File: src/rtl/carregador_programa.sv
// Program loader: parses a byte stream (word count, LSB-first words, XOR checksum)
// into instruction-memory writes and holds the CPU until a good image is loaded.
module carregador_programa #(
    parameter int ADDR_W = 10
) (
    input  logic              clock,
    input  logic              reset,
    input  logic              start,
    input  logic [7:0]        byte_in,
    input  logic              byte_valid,
    output logic              byte_ready,
    output logic              mem_we,
    output logic [ADDR_W-1:0] mem_addr,
    output logic [31:0]       mem_data,
    output logic              cpu_hold,
    output logic              busy,
    output logic              done,
    output logic              error
);

    typedef enum logic [2:0] {
        IDLE, HDR0, HDR1, DATA, WRITE, CHK, DONE, ERR
    } state_t;

    localparam logic [16:0] MAX_N = 17'd1 << ADDR_W;

    state_t          state;
    logic [15:0]     count;
    logic [ADDR_W:0] word_idx;
    logic [1:0]      byte_idx;
    logic [31:0]     word;
    logic [7:0]      chk;
    logic            accept;
    logic [15:0]     hdr_n;
    logic [16:0]     next_idx;

    // All status outputs are decoded from state only, so reset forces them at once.
    assign byte_ready = (state == HDR0) || (state == HDR1) || (state == DATA) || (state == CHK);
    assign mem_we     = (state == WRITE);
    assign busy       = (state == HDR0) || (state == HDR1) || (state == DATA) ||
                        (state == WRITE) || (state == CHK);
    assign done       = (state == DONE);
    assign error      = (state == ERR);
    assign cpu_hold   = (state != DONE);

    assign accept   = byte_valid && byte_ready;
    assign hdr_n    = {byte_in, count[7:0]};
    assign next_idx = 17'(word_idx) + 17'd1;

    always_ff @(posedge clock or negedge reset) begin
        if (!reset) begin
            state    <= IDLE;
            count    <= '0;
            word_idx <= '0;
            byte_idx <= '0;
            word     <= '0;
            chk      <= '0;
            mem_addr <= '0;
            mem_data <= '0;
        end else begin
            case (state)
                IDLE, DONE, ERR: begin
                    if (start) begin
                        state    <= HDR0;
                        word_idx <= '0;
                        byte_idx <= '0;
                        chk      <= '0;
                    end
                end
                HDR0: begin
                    if (accept) begin
                        count[7:0] <= byte_in;
                        chk        <= chk ^ byte_in;
                        state      <= HDR1;
                    end
                end
                HDR1: begin
                    if (accept) begin
                        count <= hdr_n;
                        chk   <= chk ^ byte_in;
                        if (hdr_n == 16'd0)
                            state <= CHK;
                        else if ({1'b0, hdr_n} > MAX_N)
                            state <= ERR;
                        else
                            state <= DATA;
                    end
                end
                DATA: begin
                    if (accept) begin
                        word[{byte_idx, 3'b000} +: 8] <= byte_in;
                        chk      <= chk ^ byte_in;
                        byte_idx <= byte_idx + 2'd1;
                        // Latch address and the completed word so they are stable throughout WRITE.
                        if (byte_idx == 2'd3) begin
                            mem_addr <= word_idx[ADDR_W-1:0];
                            mem_data <= {byte_in, word[23:0]};
                            state    <= WRITE;
                        end
                    end
                end
                WRITE: begin
                    word_idx <= next_idx[ADDR_W:0];
                    if (next_idx == {1'b0, count})
                        state <= CHK;
                    else
                        state <= DATA;
                end
                CHK: begin
                    if (accept)
                        state <= (byte_in == chk) ? DONE : ERR;
                end
                default: state <= IDLE;
            endcase
        end
    end

endmodule

File: config.mk
export PLATFORM = sky130hd
export DESIGN_NAME = carregador_programa
export DESIGN_NICKNAME = d
export VERILOG_FILES = /design/src/rtl/carregador_programa.sv
export SDC_FILE = /design/constraint.sdc
export NUM_CORES = 1
export LEC_CHECK = 0
export BUFFER_PORTS_ARGS = -buffer_cell sky130_fd_sc_hd__buf_2
export CAP_MARGIN = 20
export CORE_ASPECT_RATIO = 0.9
export CORE_MARGIN = 3
export CORE_UTILIZATION = 62
export CTS_BUF_LIST = sky130_fd_sc_hd__clkbuf_4
export CTS_CLUSTER_SIZE = 20
export DETAILED_ROUTE_END_ITERATION = 8
export GPL_TIMING_DRIVEN = 1
export PLACE_DENSITY = 0.84
export SYNTH_ARGS = -nofsm -noshare
export SYNTH_HDL_FRONTEND = slang
export SYNTH_SLANG_ARGS = --single-unit
File: constraint.sdc
create_clock -name clock -period 5.3 [get_ports clock]
set_clock_uncertainty 0.2 [all_clocks]
set_input_delay 1.06 -clock clock [delete_from_list [all_inputs] [get_ports clock]]
set_output_delay 1.06 -clock clock [all_outputs]
set_load 0.02 [all_outputs]
==> results.toml <==
[global_route]
grt_max_degree = 64
grt_pass1_vias = 3688
grt_pass1_wl_um = 18010
grt-ovfl-total = 0
grtUsageTotal_pct = 24.43
grt_antenna_before_repair = 0

[clock_tree]
htreeDepth = 3
cts.sinks = 106
clk_latency_ns = 0.44
numCtsBuffers = 9
ctsResizeCount = 0
clk_pin_slew_ns = 0.16
cts-hold-fix-buffers = 0
post_cts_buffers = 0
cts_root_buf = "clkbuf_4"
cts_tree = "yes"
clockBufferDepth = 2

[sta]
setup_tns_ns = 0
period_needed_ns = 3.498
max_slew_margin_pct = 31.84
setup_slack_ns = 1.802
setup_viol = 0
finalHoldViolCount = 0
tightest_slew_ns = 1.019
final_max_slew_viol_count = 0
fin_crit_sh_pct = 65.99
fmax_ghz = 0.2859
grt_setup_unrepaired = "false"

[critical_path]
startpoint_type = "register"
cpPeakStageDelay_ns = 0.59
cp_slowest_cell = "dfrtp_1"
r2r_cells = 6
crit_cells = 4
crit_required_ns = 4.04
critical_path.max_fanout = 15
path_cells = "nand2b_1 -> nor2_1 -> or3_1 -> buf_2"
arrival_ns = 2.24
crit_family = "simple AND/OR/NAND/NOR gates"
end_kind = "output port"
path_class = "register to output port"
path_buf_inv = 1

[min_path]
whs_path_depth = 2
hold_class = "register to register"

[placed_design]
port_buffers = 59
routabilityCongestion = 0.8901
dpl_cell_area_sq_um = 5341
placed_cells = 606
dp_hpwl_um = 7400
post-place-ws_ns = 2.177

[route]
totalWireLength_um = 10830
drc = 0
num_vias = 3816
drtAntennaViolNets = 0
dr.pass1.iters = 5
drt-initial-drc-count = 293
routed_via_density = 6.125
wl_per_cell_um = 17.38

[final_layout]
final_area_sq_um = 5472
num_antenna_cells = 0
layoutNonFillerInstCount = 623
drive_gt1_share_pct = 26.94
final_nets = 541
area_growth_pct = 8.269

[die]
die_y_um = 91.65
std_cell_rows = 30
fp.coreArea_sq_um = 7732
ios = 60
die_w_um = 101.2
die_area_sq_um = 9272
start_util_pct = 65.36

[power]
power.switching_uw = 837.1
fin_total_pwr_uw = 2180
p_sw_share_pct = 38.39
pwr_density_cell_nw_per_um2 = 398.5
p_seq_share_pct = 50.6
leakage_uw = 0.002665
internal_power_uw = 1343
p_comb_share_pct = 32.1
ir_worst_vdd_v = 0.0002679
clockPowerShare_pct = 17.3

[logic_synthesis]
syn_inst = 481
ys_types = 50
synthTopCellsByArea = "dfrtp_1 52%, mux2_2 13%, o21ai_0 5.9%"
synth_nets = 500
synth_area_sq_um = 5054
ys_ff_latch = 106
yosysSeqAreaShare_pct = 52.49
syn_avg_cell_area_sq_um = 10.51
yosys-top-cells-count = "106 x dfrtp_1, 75 x nand2_1, 60 x o21ai_0"
postSynth.asyncResetShare_pct = 100.0
synth_flop_cell = "dfrtp_1"
yosys_warnings = 0
synth.top_cell.area_share_pct = 52.49
synth_area_leader_cell = "dfrtp_1"
yosysMostFrequentCell = "dfrtp_1"
synth-edff-count = 0

[status]
status = "complete, no violations"

[run]
maxCapViolCount = 0
## layer usage
layer	track usage, %	wire, um	vias up
li1	-	-	1775
met1	34.32	4835	1898
met2	38.45	5228	135
met3	5.932	664	8
met4	5.980	101	0
met5	0	0	-
## layout make-up
cell class | instances | area (sq um)
clock inverters | 6 | 50.05
well taps | 96 | 120.1
flip-flops and latches | 106 | 2653
clock buffers | 10 | 75.07
repair buffers | 61 | 310.3
fillers | 588 | 2261
inverters | 7 | 26.28
multi-input cells | 337 | 2237
## tightest hold or removal path, cell delays in order, from the launching register on
cell and delay, ns:
dfrtp_1 0.37, nand2_1 0.05, o21ai_0 0.06
## through the flow
stage                     hold slack [ns]  utilization [%]
after floorplan                    0.2460                -
after global placement             0.2597            69.08
after detailed placement           0.2672            69.08
after CTS                          0.3034            70.70
after global routing               0.3298            70.76
final                              0.2990            70.76
## sequential cells by signal, indices dropped and copies added, names as in the netlist
name and cells:
word 24, byte_idx 2, mem_addr 10, word_idx 11
mem_data 32, chk 8, state 3, count 16
## cell usage in the layout, fill, tap and decap left out, drive strengths merged, types with 3 or more instances in the layout
cell,instances
dfrtp,106
nand2,75
o21ai,63
buf,61
mux2,58
nor2,28
nand3,15
xnor2,12
xor2,11
clkbuf,10
inv,9
and3,8
ha,7
a21oi,6
nor4,5
o31ai,4
clkinv,4
nand2b,3
nor3,3
nand4,3
and4,3
o2111ai,3
nor3b,3
o211ai,3
## logic make-up (layout without fill, tap and decap cells)
kind of cell               count (synthesis)  after routing  synth area share (%)
AOI/OAI and AO/OA                         95             95                 11.22
xor gates and xnor gates                  23             23                 3.986
adders and majority gates                  7              7                 1.733
buffers and inverters                     38             84                 3.293
DFF                                      106            106                 52.49
muxes                                     58             58                 12.92
and+or+nand+nor                          154            154                 14.36
## path summary, 6_finish.rpt
| path | from | to | slack, ns |
|---|---|---|---|
| worst min-delay path | word[21] | word[21] | 0.30 |
| worst max-delay path | state[1] | busy | 1.80 |
| max in group asynchronous | reset | word[17] | 3.37 |
| worst max register to register | state[1] | chk[5] | 2.07 |
| worst min register to register | word[21] | word[21] | 0.30 |
| min in group asynchronous | reset | mem_addr[5] | 0.47 |
## power groups by stage
stage          sequential [uW]  clock [uW]  combinational (uW)
2_1_floorplan             1060           0                 553
3_3_place_gp              1110           0                 658
3_5_place_dp              1120           0                 687
4_1_cts                   1100         387                 692
5_1_grt                   1130         419                 783
6_report                  1100         376                 701
No activity file was read; power rests on OpenSTA's default activity.
